$ cat config.mk
export PLATFORM = sky130hd
export DESIGN_NAME = rom_loader_flat
export DESIGN_NICKNAME = d
export VERILOG_FILES = /design/src/rtl/rom_loader_if.sv /design/src/rtl/rom_loader.sv /design/src/flat_wrapper.sv
export SDC_FILE = /design/constraint.sdc
export NUM_CORES = 1
export LEC_CHECK = 0
export ABC_AREA = 0
export BUFFER_PORTS_ARGS = -buffer_cell sky130_fd_sc_hd__buf_2
export CAP_MARGIN = 30
export CORE_MARGIN = 2
export CORE_UTILIZATION = 50
export CTS_CLUSTER_DIAMETER = 60
export DETAILED_ROUTE_END_ITERATION = 16
export GPL_ROUTABILITY_DRIVEN = 1
export HOLD_SLACK_MARGIN = 0.1
export PLACE_DENSITY = 0.78
export SYNTH_ARGS = -nofsm -noshare
export SYNTH_HDL_FRONTEND = slang
export SYNTH_SLANG_ARGS = --single-unit
$ cat constraint.sdc
create_clock -name clk -period 3.11 [get_ports clk]
set_clock_uncertainty 0.1 [all_clocks]
set_input_delay 0.1555 -clock clk [delete_from_list [all_inputs] [get_ports clk]]
set_output_delay 0.1555 -clock clk [all_outputs]
set_load 0.02 [all_outputs]
$ cat src/rtl/rom_loader_if.sv
// Loader bus: flash-engine request/ack handshake plus the byte write port.
// master = rom_loader side, slave = flash engine / write sink side.
interface rom_loader_if #(
  parameter int unsigned A_BITS = 14
);
  logic              ldr_start;
  logic [15:0]       ldr_start_addr;
  logic [23:0]       ldr_flash_offset;
  logic [15:0]       ldr_amount;
  logic              ldr_busy;
  logic              ldr_req;
  logic              ldr_ack;
  logic [A_BITS-1:0] ldr_a;
  logic [7:0]        ldr_q;
  logic              wr_ready;
  logic              wr_strobe;
  logic [A_BITS-1:0] wr_addr;
  logic [7:0]        wr_data;

  modport master (
    output ldr_start, ldr_start_addr, ldr_flash_offset, ldr_amount, ldr_ack,
    output wr_strobe, wr_addr, wr_data,
    input  ldr_busy, ldr_req, ldr_a, ldr_q, wr_ready
  );

  modport slave (
    input  ldr_start, ldr_start_addr, ldr_flash_offset, ldr_amount, ldr_ack,
    input  wr_strobe, wr_addr, wr_data,
    output ldr_busy, ldr_req, ldr_a, ldr_q, wr_ready
  );
endinterface

$ cat src/rtl/rom_loader.sv
// rom_loader: boot-time sequencer copying REGIONS flash regions into on-chip
// memory through a toggle-handshake flash engine, one region after another.
// Optional feature macro: ROM_LOADER_CHECKSUM_EN (16-bit sum of written bytes);
// when undefined the checksum port is tied to zero.
module rom_loader #(
  parameter int unsigned            REGIONS       = 2,
  parameter int unsigned            A_BITS        = 14,
  parameter logic [16*REGIONS-1:0]  REGION_START  = {16'h8000, 16'h8000},
  parameter logic [24*REGIONS-1:0]  REGION_OFFSET = {24'h2000, 24'h0},
  parameter logic [16*REGIONS-1:0]  REGION_AMOUNT = {16'd8192, 16'd8192},
  parameter int unsigned            TIMEOUT       = 1023
) (
  input  logic        clk,
  input  logic        reset,
  input  logic        slot_valid,
  input  logic        reload,
  rom_loader_if.master bus,
  output logic [2:0]  region,
  output logic        done,
  output logic        error,
  output logic [15:0] checksum
);

  localparam int unsigned TW = $clog2(TIMEOUT + 2);
  localparam int unsigned CW = 17;

  typedef enum logic [2:0] {
    S_IDLE, S_SKIPCHK, S_START, S_WAIT_BUSY, S_RUN, S_NEXT, S_DONE, S_ERROR
  } state_t;

  state_t            state_q, state_d;
  logic [2:0]        region_q, region_d;
  logic              req_q, busy_q;
  logic              buf_full_q, buf_full_d;
  logic [A_BITS-1:0] buf_a_q, buf_a_d;
  logic [7:0]        buf_data_q, buf_data_d;
  logic [CW-1:0]     cnt_q, cnt_d;
  logic [TW-1:0]     tmo_q, tmo_d;
  logic              end_pend_q, end_pend_d;
  logic              ack_q, ack_d;
  logic              wr_strobe_q, wr_strobe_d;
  logic [A_BITS-1:0] wr_addr_q, wr_addr_d;
  logic [7:0]        wr_data_q, wr_data_d;
  logic              start_q, start_d;
  logic              done_q, done_d;
  logic              error_q, error_d;
  logic              change_c, fall_c, write_c, clear_sum_c;
  logic [15:0]       start_addr_c, amount_c;
  logic [23:0]       offset_c;

  // Region table lookup for the current region
  always_comb begin
    start_addr_c = '0;
    offset_c     = '0;
    amount_c     = '0;
    for (int unsigned i = 0; i < REGIONS; i++) begin
      if (region_q == 3'(i)) begin
        start_addr_c = REGION_START[16*i +: 16];
        offset_c     = REGION_OFFSET[24*i +: 24];
        amount_c     = REGION_AMOUNT[16*i +: 16];
      end
    end
  end

  // Next-state, handshake and output decode
  always_comb begin
    state_d     = state_q;
    region_d    = region_q;
    buf_full_d  = buf_full_q;
    buf_a_d     = buf_a_q;
    buf_data_d  = buf_data_q;
    cnt_d       = cnt_q;
    tmo_d       = tmo_q;
    end_pend_d  = end_pend_q;
    ack_d       = ack_q;
    wr_strobe_d = 1'b0;
    wr_addr_d   = wr_addr_q;
    wr_data_d   = wr_data_q;
    change_c    = 1'b0;
    fall_c      = 1'b0;
    write_c     = 1'b0;
    clear_sum_c = 1'b0;

    case (state_q)
      S_IDLE: begin
        if (slot_valid) state_d = S_SKIPCHK;
      end
      S_SKIPCHK: begin
        state_d = (amount_c == 16'd0) ? S_NEXT : S_START;
      end
      S_START: begin
        cnt_d      = '0;
        tmo_d      = TW'(1);  // counts cycles elapsed since the start pulse
        end_pend_d = 1'b0;
        buf_full_d = 1'b0;
        state_d    = S_WAIT_BUSY;
      end
      S_WAIT_BUSY: begin
        if (bus.ldr_busy) state_d = S_RUN;
        else if (tmo_q == TW'(TIMEOUT)) state_d = S_ERROR;
        else tmo_d = tmo_q + TW'(1);
      end
      S_RUN: begin
        change_c = (req_q != ack_q) && !buf_full_q;
        fall_c   = busy_q && !bus.ldr_busy;
        if (fall_c) end_pend_d = 1'b1;
        if (buf_full_q && (req_q == ack_q)) begin
          state_d = S_ERROR;  // source advanced while a byte was still held
        end else if (cnt_q > {1'b0, amount_c}) begin
          state_d = S_ERROR;
        end else if ((end_pend_q || fall_c) && !buf_full_q && !change_c) begin
          state_d = (cnt_q == {1'b0, amount_c}) ? S_NEXT : S_ERROR;
        end else if (change_c) begin
          buf_full_d = 1'b1;
          buf_a_d    = bus.ldr_a;
          buf_data_d = bus.ldr_q;
        end else if (buf_full_q && bus.wr_ready) begin
          write_c     = 1'b1;
          wr_strobe_d = 1'b1;
          wr_addr_d   = buf_a_q;
          wr_data_d   = buf_data_q;
          ack_d       = req_q;
          buf_full_d  = 1'b0;
          cnt_d       = cnt_q + CW'(1);
        end
      end
      S_NEXT: begin
        if (region_q == 3'(REGIONS - 1)) begin
          state_d = S_DONE;
        end else begin
          region_d = region_q + 3'd1;
          state_d  = S_SKIPCHK;
        end
      end
      S_DONE, S_ERROR: begin
        if (reload) begin
          region_d    = '0;
          clear_sum_c = 1'b1;
          state_d     = S_SKIPCHK;
        end
      end
      default: state_d = S_IDLE;
    endcase

    start_d = (state_d == S_START);
    done_d  = (state_d == S_DONE);
    error_d = (state_d == S_ERROR);
  end

  // State and datapath registers
  always_ff @(posedge clk) begin
    if (reset) begin
      state_q     <= S_IDLE;
      region_q    <= '0;
      req_q       <= 1'b0;
      busy_q      <= 1'b0;
      buf_full_q  <= 1'b0;
      buf_a_q     <= '0;
      buf_data_q  <= '0;
      cnt_q       <= '0;
      tmo_q       <= '0;
      end_pend_q  <= 1'b0;
      ack_q       <= 1'b0;
      wr_strobe_q <= 1'b0;
      wr_addr_q   <= '0;
      wr_data_q   <= '0;
      start_q     <= 1'b0;
      done_q      <= 1'b0;
      error_q     <= 1'b0;
    end else begin
      state_q     <= state_d;
      region_q    <= region_d;
      req_q       <= bus.ldr_req;
      busy_q      <= bus.ldr_busy;
      buf_full_q  <= buf_full_d;
      buf_a_q     <= buf_a_d;
      buf_data_q  <= buf_data_d;
      cnt_q       <= cnt_d;
      tmo_q       <= tmo_d;
      end_pend_q  <= end_pend_d;
      ack_q       <= ack_d;
      wr_strobe_q <= wr_strobe_d;
      wr_addr_q   <= wr_addr_d;
      wr_data_q   <= wr_data_d;
      start_q     <= start_d;
      done_q      <= done_d;
      error_q     <= error_d;
    end
  end

`ifdef ROM_LOADER_CHECKSUM_EN
  logic [15:0] checksum_q;

  // Running sum of every byte written, cleared on reload
  always_ff @(posedge clk) begin
    if (reset) begin
      checksum_q <= '0;
    end else if (clear_sum_c) begin
      checksum_q <= '0;
    end else if (write_c) begin
      checksum_q <= checksum_q + 16'(buf_data_q);
    end
  end

  assign checksum = checksum_q;
`else
  assign checksum = 16'd0;
`endif

  assign bus.ldr_start        = start_q;
  assign bus.ldr_start_addr   = start_addr_c;
  assign bus.ldr_flash_offset = offset_c;
  assign bus.ldr_amount       = amount_c;
  assign bus.ldr_ack          = ack_q;
  assign bus.wr_strobe        = wr_strobe_q;
  assign bus.wr_addr          = wr_addr_q;
  assign bus.wr_data          = wr_data_q;
  assign region               = region_q;
  assign done                 = done_q;
  assign error                = error_q;

endmodule
$ cat src/flat_wrapper.sv
// flat-port wrapper written by rule: the top's interface ports become plain ports
module rom_loader_flat 
#(
  parameter int unsigned            REGIONS       = 2,
  parameter int unsigned            A_BITS        = 14,
  parameter logic [16*REGIONS-1:0]  REGION_START  = {16'h8000, 16'h8000},
  parameter logic [24*REGIONS-1:0]  REGION_OFFSET = {24'h2000, 24'h0},
  parameter logic [16*REGIONS-1:0]  REGION_AMOUNT = {16'd8192, 16'd8192},
  parameter int unsigned            TIMEOUT       = 1023
)
  (clk, reset, slot_valid, reload, region, done, error, checksum, bus_ldr_start, bus_ldr_start_addr, bus_ldr_flash_offset, bus_ldr_amount, bus_ldr_ack, bus_wr_strobe, bus_wr_addr, bus_wr_data, bus_ldr_busy, bus_ldr_req, bus_ldr_a, bus_ldr_q, bus_wr_ready);
  rom_loader_if #(.A_BITS(A_BITS)) bus_i ();
  input  logic clk;
  input  logic reset;
  input  logic slot_valid;
  input  logic reload;
  output logic [2:0] region;
  output logic done;
  output logic error;
  output logic [15:0] checksum;
  output wire logic [$bits(bus_i.ldr_start)-1:0] bus_ldr_start;
  output wire logic [$bits(bus_i.ldr_start_addr)-1:0] bus_ldr_start_addr;
  output wire logic [$bits(bus_i.ldr_flash_offset)-1:0] bus_ldr_flash_offset;
  output wire logic [$bits(bus_i.ldr_amount)-1:0] bus_ldr_amount;
  output wire logic [$bits(bus_i.ldr_ack)-1:0] bus_ldr_ack;
  output wire logic [$bits(bus_i.wr_strobe)-1:0] bus_wr_strobe;
  output wire logic [$bits(bus_i.wr_addr)-1:0] bus_wr_addr;
  output wire logic [$bits(bus_i.wr_data)-1:0] bus_wr_data;
  input wire logic [$bits(bus_i.ldr_busy)-1:0] bus_ldr_busy;
  input wire logic [$bits(bus_i.ldr_req)-1:0] bus_ldr_req;
  input wire logic [$bits(bus_i.ldr_a)-1:0] bus_ldr_a;
  input wire logic [$bits(bus_i.ldr_q)-1:0] bus_ldr_q;
  input wire logic [$bits(bus_i.wr_ready)-1:0] bus_wr_ready;
  assign bus_ldr_start = bus_i.ldr_start;
  assign bus_ldr_start_addr = bus_i.ldr_start_addr;
  assign bus_ldr_flash_offset = bus_i.ldr_flash_offset;
  assign bus_ldr_amount = bus_i.ldr_amount;
  assign bus_ldr_ack = bus_i.ldr_ack;
  assign bus_wr_strobe = bus_i.wr_strobe;
  assign bus_wr_addr = bus_i.wr_addr;
  assign bus_wr_data = bus_i.wr_data;
  assign bus_i.ldr_busy = bus_ldr_busy;
  assign bus_i.ldr_req = bus_ldr_req;
  assign bus_i.ldr_a = bus_ldr_a;
  assign bus_i.ldr_q = bus_ldr_q;
  assign bus_i.wr_ready = bus_wr_ready;
  rom_loader #(.REGIONS(REGIONS), .A_BITS(A_BITS), .REGION_START(REGION_START), .REGION_OFFSET(REGION_OFFSET), .REGION_AMOUNT(REGION_AMOUNT), .TIMEOUT(TIMEOUT)) u_core (.clk(clk), .reset(reset), .slot_valid(slot_valid), .reload(reload), .bus(bus_i), .region(region), .done(done), .error(error), .checksum(checksum));
endmodule
==> results of run 1 <==
## per-layer routing
| layer | GRT usage | wire (um) | vias to the layer above |
|---|---|---|---|
| li1 | - | - | 1705 |
| met1 | 0.214 | 3600 | 1633 |
| met2 | 0.353 | 4670 | 119 |
| met3 | 0.0504 | 658 | 17 |
| met4 | 0.0919 | 160 | 0 |
| met5 | 0 | 0 | - |
## layout make-up
type,count,share of cell area
clock buffer,9,0.0247
clock inverter,7,0.0157
inverter,12,0.00899
multi-input combinational,362,0.444
sequential,87,0.348
tap,108,0.0270
timing repair buffer,96,0.132
## timing repair
| action | 4_1_cts | 5_1_grt |
|---|---|---|
| resized for setup | 0 | 2 |
| endpoints found under the setup margin | 0 | 27 |
| hold endpoints to repair | 31 | 0 |
| hold buffers | 27 | 0 |
## critical path: stages (launching register included)
cell and delay, ns:
dfxtp_1 0.36, inv_1 0.08, ha_1 0.22, o21bai_2 0.21, inv_1 0.12, ha_1 0.28
nor3b_2 0.26, a41oi_4 0.15, a21o_2 0.33, or4_1 0.52, a21oi_1 0.15
## through the flow
| step | hold WS, ns | total power, mW | std cells |
|---|---|---|---|
| after floorplan | 0.183 | 1.35 | 552 |
| after global placement | 0.273 | 1.31 | 638 |
| after detailed placement | 0.273 | 1.31 | 638 |
| after CTS | 0.108 | 2.15 | 681 |
| after global routing | 0.158 | 2.20 | 681 |
| final | 0.127 | 2.12 | 681 |
## sequential cells by signal, indices dropped and copies added, names as in the netlist, 3 cells and up
register and flops:
u_core.buf_a_q 14, u_core.cnt_q 17, u_core.buf_data_q 8, u_core.bus.wr_data 8, u_core.tmo_q 11, u_core.state_q 3, u_core.region 3, u_core.bus.wr_addr 14
## worst paths after layout
check / from / end / cells after the start
min reg2reg: u_core.end_pend_q$_SDFFE_PP0P_ / u_core.end_pend_q$_SDFFE_PP0P_ / 2
max reg2reg: u_core.region[1]$_SDFFE_PP0P_ / u_core.cnt_q[11]$_SDFFE_PP0P_ / 10
min: bus_wr_ready / u_core.buf_full_q$_SDFFE_PP0P_ / 4
max: u_core.region[1]$_SDFFE_PP0P_ / u_core.cnt_q[11]$_SDFFE_PP0P_ / 10
## cells in the mapped netlist (all sizes together), types with 2 or more instances
cell type and n:
or4 11, inv 12, o211ai 10, and3 5, nor3 8, nor3b 5, nand4 6, o21ai 8
and2 5, nor4b 3, nand3 11, buf 79, dfxtp 87, nor4 4, nor2 73, a31o 2
ha 9, o21a 2, a21oi 16, mux2i 46, o2111ai 3, clkbuf 12, nand2 22, o31ai 6
nand2b 3, or2 2, a2111oi 2, a41oi 2, xnor2 3, nor2b 7, xor2 8
## power groups by stage
stage          clock network, mW  logic (mW)  registers (mW)
3_5_place_dp                   0       0.159            1.15
4_1_cts                    0.832       0.185            1.13
2_1_floorplan                  0       0.199            1.15
3_3_place_gp                   0       0.155            1.15
6_report                   0.808       0.188            1.13
5_1_grt                    0.865       0.205            1.13
## cells by family after synthesis
| kind of cell | Yosys count | synth area share |
|---|---|---|
| flip-flops | 87 | 0.398 |
| AO/OA/AOI/OAI | 57 | 0.0922 |
| multiplexers | 47 | 0.108 |
| XOR/XNOR | 11 | 0.0220 |
| AND/OR/NAND/NOR | 169 | 0.199 |
| adder cells (fa/ha/maj) | 9 | 0.0258 |
| buffers and inverters | 103 | 0.154 |
| other | 1 | 0.000858 |
==> flow_summary.yaml, run 1 <==
clock_network:
  clockBufferDepth: 2
  cts_tree: "yes"
  clock-root-buffer: "clkbuf_8"
  cts-buffers-inserted: 9
  cts_setup_buffers: 0
  clock_latency_ns: 0.36
  cts_htree_levels: 3
  clk_pin_slew_ns: 0.09
  clkSinkCount: 87
floorplanning:
  dieArea_um2: 9510
  start_util: 0.509
  io_pins: 131
  row_count: 34
  fp.dieH_um: 97.5
  die_w_um: 97.5
  fp.coreArea_um2: 8590
yosys:
  yosysWarnings: 0
  syn_inst: 484
  postSynthAreaPerCell_um2: 9.03
  synth-seq-cells: 87
  ys_types: 51
  synth.area.top_cells: "dfxtp_1 (40%), buf_4 (13%), mux2i_1 (11%)"
  synthFlopType: "dfxtp_1"
  synth_area_um2: 4370
  synth_edf_count: 0
  synth_area_leader_cell: "dfxtp_1"
  synth_top_area_share: 0.398
  synthArstFlopShare: 0
  ys_seq_area_frac: 0.398
power:
  power_switching_uw: 570
  power_density_nw_per_um2: 424
  clockPowerShare: 0.380
  leakage_nw: 2.08
  intPower_mw: 1.55
  ir_drop_mv: 0.402
  p_comb_frac: 0.089
  p_sw_frac: 0.268
  p_seq_frac: 0.531
run:
  maxCapViolations: 0
sta:
  setup_viol: 0
  setup-tns-final_ns: 0
  fmax_mhz: 349
  worst_pin_slew_ns: 0.740
  hold_violations: 0
  min_period_over_period: 0.922
  fin_ws_ns: 0.244
  finalMaxSlewViolations: 0
  slew_headroom: 0.500
  post-route-min-period_ns: 2.87
  rsz0062_at_grt: "no"
worst_setup_path:
  rrSetupSlack_ns: 0.24
  critical_path_required_ns: 3.29
  crit_fanout: 20
  end_kind: "register"
  arrival_ns: 3.05
  critPathKind: "reg2reg"
  start_kind: "register"
placement:
  numPortBuffers: 61
  place.gp.congestion: 0.835
  place_hpwl_mm: 5.99
  pre_cts_slack_ns: 0.0955
  place_area_um2: 4530
route:
  avgRoutedWirePerCell_um: 13.3
  vias: 3474
  drc: 0
  routed_wl_mm: 9.09
  detail-route-antenna-nets: 0
  viasPerCell: 5.10
  firstDrtPassIters: 5
  drt-initial-drc-count: 215
cells_and_area:
  fill_cells: 743
  multi_input_area_um2: 2230
  most-common-layout-cells: "dfxtp_1 (87), nor2_1 (71), conb_1 (69)"
  fin_area_um2: 5010
  regArea_um2: 1740
  num_antenna_cells: 0
  final_common_cell: "dfxtp_1"
  drive_gt1_frac: 0.173
  area_delta_synth_final_pct: 14.6
  num-nets-final: 606
  fin_util: 0.583
global_routing:
  grt_usage: 0.196
  grt_max_degree: 59
  grt_pass1_vias: 3459
  overflow: 0
  antenna_found_initial: 0
  grt_pass1_wl_mm: 15.5
hold_path:
  worstHoldPathType: "in2reg"
outcome:
  outcome: "finished, final reports clean"
No activity file was read; power rests on OpenSTA's default activity.
==> inputs of run 2 (changes only) <==
--- a/config.mk
+++ b/config.mk
@@ -11,3 +11,3 @@
 export CORE_MARGIN = 2
-export CORE_UTILIZATION = 50
+export CORE_UTILIZATION = 52
 export CTS_CLUSTER_DIAMETER = 60
@@ -16,3 +16,3 @@
 export HOLD_SLACK_MARGIN = 0.1
-export PLACE_DENSITY = 0.78
+export PLACE_DENSITY = 0.8
 export SYNTH_ARGS = -nofsm -noshare
==> constraint.sdc (replaced) <==
create_clock -name clk -period 3.2 [get_ports clk]
set_clock_uncertainty 0.1 [all_clocks]
set_input_delay 0.32 -clock clk [delete_from_list [all_inputs] [get_ports clk]]
set_output_delay 0.32 -clock clk [all_outputs]
set_load 0.02 [all_outputs]
==> flow_summary.yaml, run 2 (same netlist as run 1, synthesis figures left out) <==
power:
  ir_drop_mv: 0.335
  power_density_nw_per_um2: 405
  total_power_mw: 1.99
  leakage_nw: 2.02
global_routing:
  grt_max_degree: 49
  antenna_found_initial: 0
  grt_usage: 0.203
  grt_pass1_wl_mm: 14.5
  overflow: 0
  grt_pass1_vias: 3204
cells_and_area:
  multi_input_area_um2: 2230
  num-nets-final: 598
  fill_cells: 720
  most-common-layout-cells: "dfxtp_1 (87), nor2_1 (71), conb_1 (69)"
  drive_gt1_frac: 0.168
  final_common_cell: "dfxtp_1"
  num_antenna_cells: 0
  area_delta_synth_final_pct: 12.3
  top_register: "u_core.cnt_q"
  fin_area_um2: 4910
  largest_reg_flops: 17
  regArea_um2: 1740
  fin_cells: 669
clock_network:
  cts_tree: "yes"
  clock_latency_ns: 0.36
  clockBufferDepth: 2
  clkSinkCount: 87
  clock-root-buffer: "clkbuf_8"
  cts-buffers-inserted: 9
  clk_pin_slew_ns: 0.09
  cts_setup_buffers: 0
  cts_htree_levels: 3
worst_setup_path:
  cp_slowest_stage_delay_ns: 0.52
  rrSetupSlack_ns: 0.21
  end_kind: "register"
  critPathKind: "reg2reg"
  arrival_ns: 3.18
  crit_fanout: 20
  slowest_stage: "or4_1"
  path_cells: "inv_1 > ha_1 > o21bai_1 > inv_1 > ha_1 > nor3b_2 > a41oi_4 > a21o_4 > or4_1 > a21oi_1"
  start_kind: "register"
  critical_path_required_ns: 3.39
route:
  drt-initial-drc-count: 128
  routed_wl_mm: 9.04
  viasPerCell: 5.07
  drc: 0
  detail-route-antenna-nets: 0
  vias: 3392
  firstDrtPassIters: 4
  avgRoutedWirePerCell_um: 13.5
sta:
  post-route-min-period_ns: 2.99
  worst_pin_slew_ns: 0.736
  fmax_mhz: 334
  rsz0062_at_grt: "no"
  setup-tns-final_ns: 0
  slew_headroom: 0.503
  setup_viol: 0
  hold_violations: 0
  finalMaxSlewViolations: 0
  min_period_over_period: 0.934
placement:
  place.gp.congestion: 0.832
  place_hpwl_mm: 6.21
  numPortBuffers: 61
  place_area_um2: 4510
  dp_cells: 633
run:
  maxCapViolations: 0
floorplanning:
  io_pins: 131
  row_count: 33
  start_util: 0.535
  die_w_um: 95.7
  fp.coreArea_um2: 8180
  fp.dieH_um: 95.7
  dieArea_um2: 9160
hold_path:
  worstHoldPathType: "in2reg"
outcome:
  outcome: "finished, final reports clean"
run 2: cell types whose count changed in the layout (fill, tap and decap cells not counted):
cell,previous run,this run
clkinv_4,0,1
clkbuf_8,9,10
inv_8,1,0
bufinv_16,1,0
buf_4,6,4
dlygate4sd3_1,27,21
a21o_4,0,1
a21o_2,1,0
o21bai_2,1,0
clkinv_2,1,0
o21bai_1,0,1
run 2: area by class of cell:
cell class / count / share of cell area
Multi-Input combinational cell: 362 / 0.454
Sequential cell: 87 / 0.355
Timing Repair Buffer: 88 / 0.119
Clock buffer: 10 / 0.0280
Tap cell: 105 / 0.0268
Inverter: 12 / 0.00917
Clock inverter: 5 / 0.00841
run 2: power breakdown:
group | total [mW] | switching (mW) | internal (mW)
logic | 0.181 | 0.130 | 0.0505
clock network | 0.714 | 0.408 | 0.306
registers | 1.09 | 0.00686 | 1.09
run 2: final timing paths:
| path | startpoint | end | cells past startpoint |
|---|---|---|---|
| worst max-delay path | u_core.region[0]$_SDFFE_PP0P_ | u_core.cnt_q[12]$_SDFFE_PP0P_ | 10 |
| worst min-delay path | bus_ldr_a[13] | u_core.buf_a_q[13]$_SDFFE_PP0P_ | 3 |
| worst max register to register | u_core.region[0]$_SDFFE_PP0P_ | u_core.cnt_q[12]$_SDFFE_PP0P_ | 10 |
| worst min register to register | u_core.end_pend_q$_SDFFE_PP0P_ | u_core.end_pend_q$_SDFFE_PP0P_ | 2 |
run 2: through the flow:
stage                     hold slack [ns]   util  worst slack, ns
final                               0.121  0.601            0.210
after global routing                0.131  0.601           0.0461
after CTS                           0.111  0.600            0.120
after detailed placement            0.376  0.552          0.00395
after global placement              0.356  0.552            0.192
after floorplan                     0.346      -           0.0858
run 2: timing repair:
| action | CTS | global route |
|---|---|---|
| gates resized for setup | 1 | 2 |
| endpoints found under the hold margin | 21 | 0 |
| endpoints found under the setup margin | 4 | 4 |
| hold buffers | 21 | 0 |
run 2: routing by layer:
| metal | share of wire | GRT usage |
|---|---|---|
| met3 | 0.057 | 0.0579 |
| met5 | 0 | 0 |
| met2 | 0.51 | 0.369 |
| met1 | 0.41 | 0.222 |
| met4 | 0.019 | 0.0810 |
run 2: worst max-delay path: cells and delay by family (launching register included):
kind / cells / cell delay [ns]
compound gates: 4 / 0.94
flops: 1 / 0.42
fa+ha+maj: 2 / 0.48
simple gates: 2 / 0.77
buf+inv: 2 / 0.20
==> inputs of run 3 (changes only) <==
- CORE_UTILIZATION: 52 -> 47
- MAX_ROUTING_LAYER: unset -> met4
- PLACE_DENSITY: 0.8 -> 0.77
- clock period: 3.2 -> 2.4 ns (I/O delays scaled with it)
==> flow_summary.yaml, run 3 (same netlist as run 1, synthesis figures left out) <==
route:
  routed_wl_mm: 10.4
  detail-route-antenna-nets: 0
  vias: 3614
  avgRoutedWirePerCell_um: 14.6
  drc: 0
  viasPerCell: 5.07
  firstDrtPassIters: 5
  drt-initial-drc-count: 219
worst_setup_path:
  crit_path_start: "u_core.region[0]$_SDFFE_PP0P_"
  arrival_ns: 2.68
  end_kind: "register"
  start_kind: "register"
  r2r_start: "u_core.region[0]$_SDFFE_PP0P_"
  rrSetupSlack_ns: -0.15
  reg2reg_depth: 13
  r2r_end: "u_core.bus.wr_addr[5]$_SDFFE_PP0P_"
  critical_path_required_ns: 2.53
  crit_fanout: 8
  critPathKind: "reg2reg"
cells_and_area:
  area_delta_synth_final_pct: 26.0
  num-nets-final: 635
  fin_util: 0.602
  top_register: "u_core.cnt_q"
  drive_gt1_frac: 0.262
  fill_cells: 740
  num_antenna_cells: 0
  fin_area_um2: 5510
  final_common_cell: "dfxtp_1"
  largest_reg_flops: 17
  most-common-layout-cells: "dfxtp_1 (85), nor2_1 (71), conb_1 (69)"
sta:
  holdWs_ns: 0.113
  fmax_mhz: 392
  finalMaxSlewViolations: 0
  setup_viol: 55
  min_period_over_period: 1.06
  setup-tns-final_ns: -4.05
  worst_pin_slew_ns: 0.809
  hold_violations: 0
  fin_ws_ns: -0.150
  post-route-min-period_ns: 2.55
  slew_headroom: 0.453
  rsz0062_at_grt: "yes"
floorplanning:
  start_util: 0.478
  die_w_um: 100
  fp.dieH_um: 100
  io_pins: 131
  dieArea_um2: 10100
  row_count: 35
  fp.coreArea_um2: 9150
power:
  p_seq_frac: 0.534
  power_switching_uw: 791
  clockPowerShare: 0.367
  p_comb_frac: 0.100
  ir_drop_mv: 0.481
  power_density_nw_per_um2: 495
  leakage_nw: 2.27
  p_sw_frac: 0.290
  intPower_mw: 1.93
placement:
  place_area_um2: 4740
  numPortBuffers: 61
  place.gp.congestion: 0.845
  place_hpwl_mm: 6.40
global_routing:
  overflow: 0
  grt_pass1_wl_mm: 16.3
  grt_usage: 0.210
  grt_max_degree: 61
  antenna_found_initial: 0
  grt_pass1_vias: 3499
clock_network:
  clock_latency_ns: 0.37
  cts_htree_levels: 3
  clkSinkCount: 87
  cts_tree: "yes"
  clockBufferDepth: 2
  clock-root-buffer: "clkbuf_8"
  clk_pin_slew_ns: 0.10
  cts-buffers-inserted: 9
outcome:
  outcome: "finished, violations left"
  violations: "negative setup slack"
hold_path:
  holdCritStartpoint: "reload"
  worstHoldPathType: "in2reg"
  whs_path_depth: 3
  worstHoldEndpoint: "u_core.region[0]$_SDFFE_PP0P_"
run:
  maxCapViolations: 0
==> run 3: cell types whose count changed in the layout (fill, tap and decap cells not counted), moves of 3 or more <==
| cell | before | now |
|---|---|---|
| ha_1 | 9 | 6 |
| buf_6 | 0 | 5 |
| mux2i_2 | 0 | 4 |
| a21oi_1 | 16 | 12 |
| dlygate4sd3_1 | 21 | 25 |
| or4_1 | 11 | 8 |
| inv_1 | 12 | 9 |
| or4_4 | 0 | 3 |
| a21oi_2 | 0 | 4 |
| mux2i_1 | 46 | 41 |
| ha_4 | 0 | 3 |
| buf_4 | 4 | 26 |
==> run 3: metal layers <==
metal	vias up	wire length, um	part of all wire	track usage
met5	-	0	0	-
met2	128	5400	0.52	0.361
li1	1757	-	-	-
met4	0	155	0.015	0.0780
met3	12	549	0.053	0.0543
met1	1717	4340	0.42	0.236
==> run 3: worst max-delay path by stage <==
stage	endpoint	slack (ns)
finish	u_core.bus.wr_addr[5]$_SDFFE_PP0P_	-0.15
global route	u_core.bus.wr_addr[5]$_SDFFE_PP0P_	-0.23
CTS	u_core.cnt_q[13]$_SDFFE_PP0P_	-0.08
detailed placement	u_core.cnt_q[13]$_SDFFE_PP0P_	-0.14
global placement	u_core.cnt_q[6]$_SDFFE_PP0P_	-0.06
floorplan	u_core.cnt_q[11]$_SDFFE_PP0P_	-0.17
==> run 3: per-stage QoR <==
step	cells	worst slack, ns	total power [mW]
floorplan	552	-0.174	1.74
global placement	660	-0.0649	1.71
detailed placement	660	-0.141	1.71
CTS	711	-0.0752	2.71
global route	713	-0.235	2.82
finish	713	-0.150	2.72
==> run 3: final cells by class <==
class                      count  area (um^2)  share of cell area
multi-input combinational    362         2390               0.434
timing repair buffer         125          992               0.180
sequential                    87         1750               0.318
clock buffer                   9          124              0.0225
clock inverter                 7         61.3              0.0111
tap                          111          139              0.0252
inverter                      12         50.0             0.00909
==> run 3: power by group through the flow <==
stage               Clock (mW)  Combinational [mW]  Sequential (mW)
floorplan                    0               0.258             1.49
global placement             0               0.220             1.49
detailed placement           0               0.223             1.49
CTS                       1.00               0.258             1.45
global route              1.07               0.295             1.45
finish                   0.999               0.272             1.45
==> run 3: timing repair <==
item	in CTS	in global routing
hold endpoints to repair	26	0
pin swaps	4	2
resized for setup	14	30
endpoints found under the setup margin	59	64
hold buffers	25	0
buffers inserted	6	3
cloned	4	2
==> run 3: worst max-delay path, stage by stage (launching register included) <==
cell	delay, ns
dfxtp_4	0.38
inv_2	0.04
ha_4	0.15
o21bai_4	0.18
inv_4	0.05
ha_4	0.25
nor3b_4	0.22
a41oi_4	0.14
buf_6	0.18
nor2_4	0.11
buf_12	0.15
buf_12	0.14
mux2i_2	0.25
nor2_1	0.06
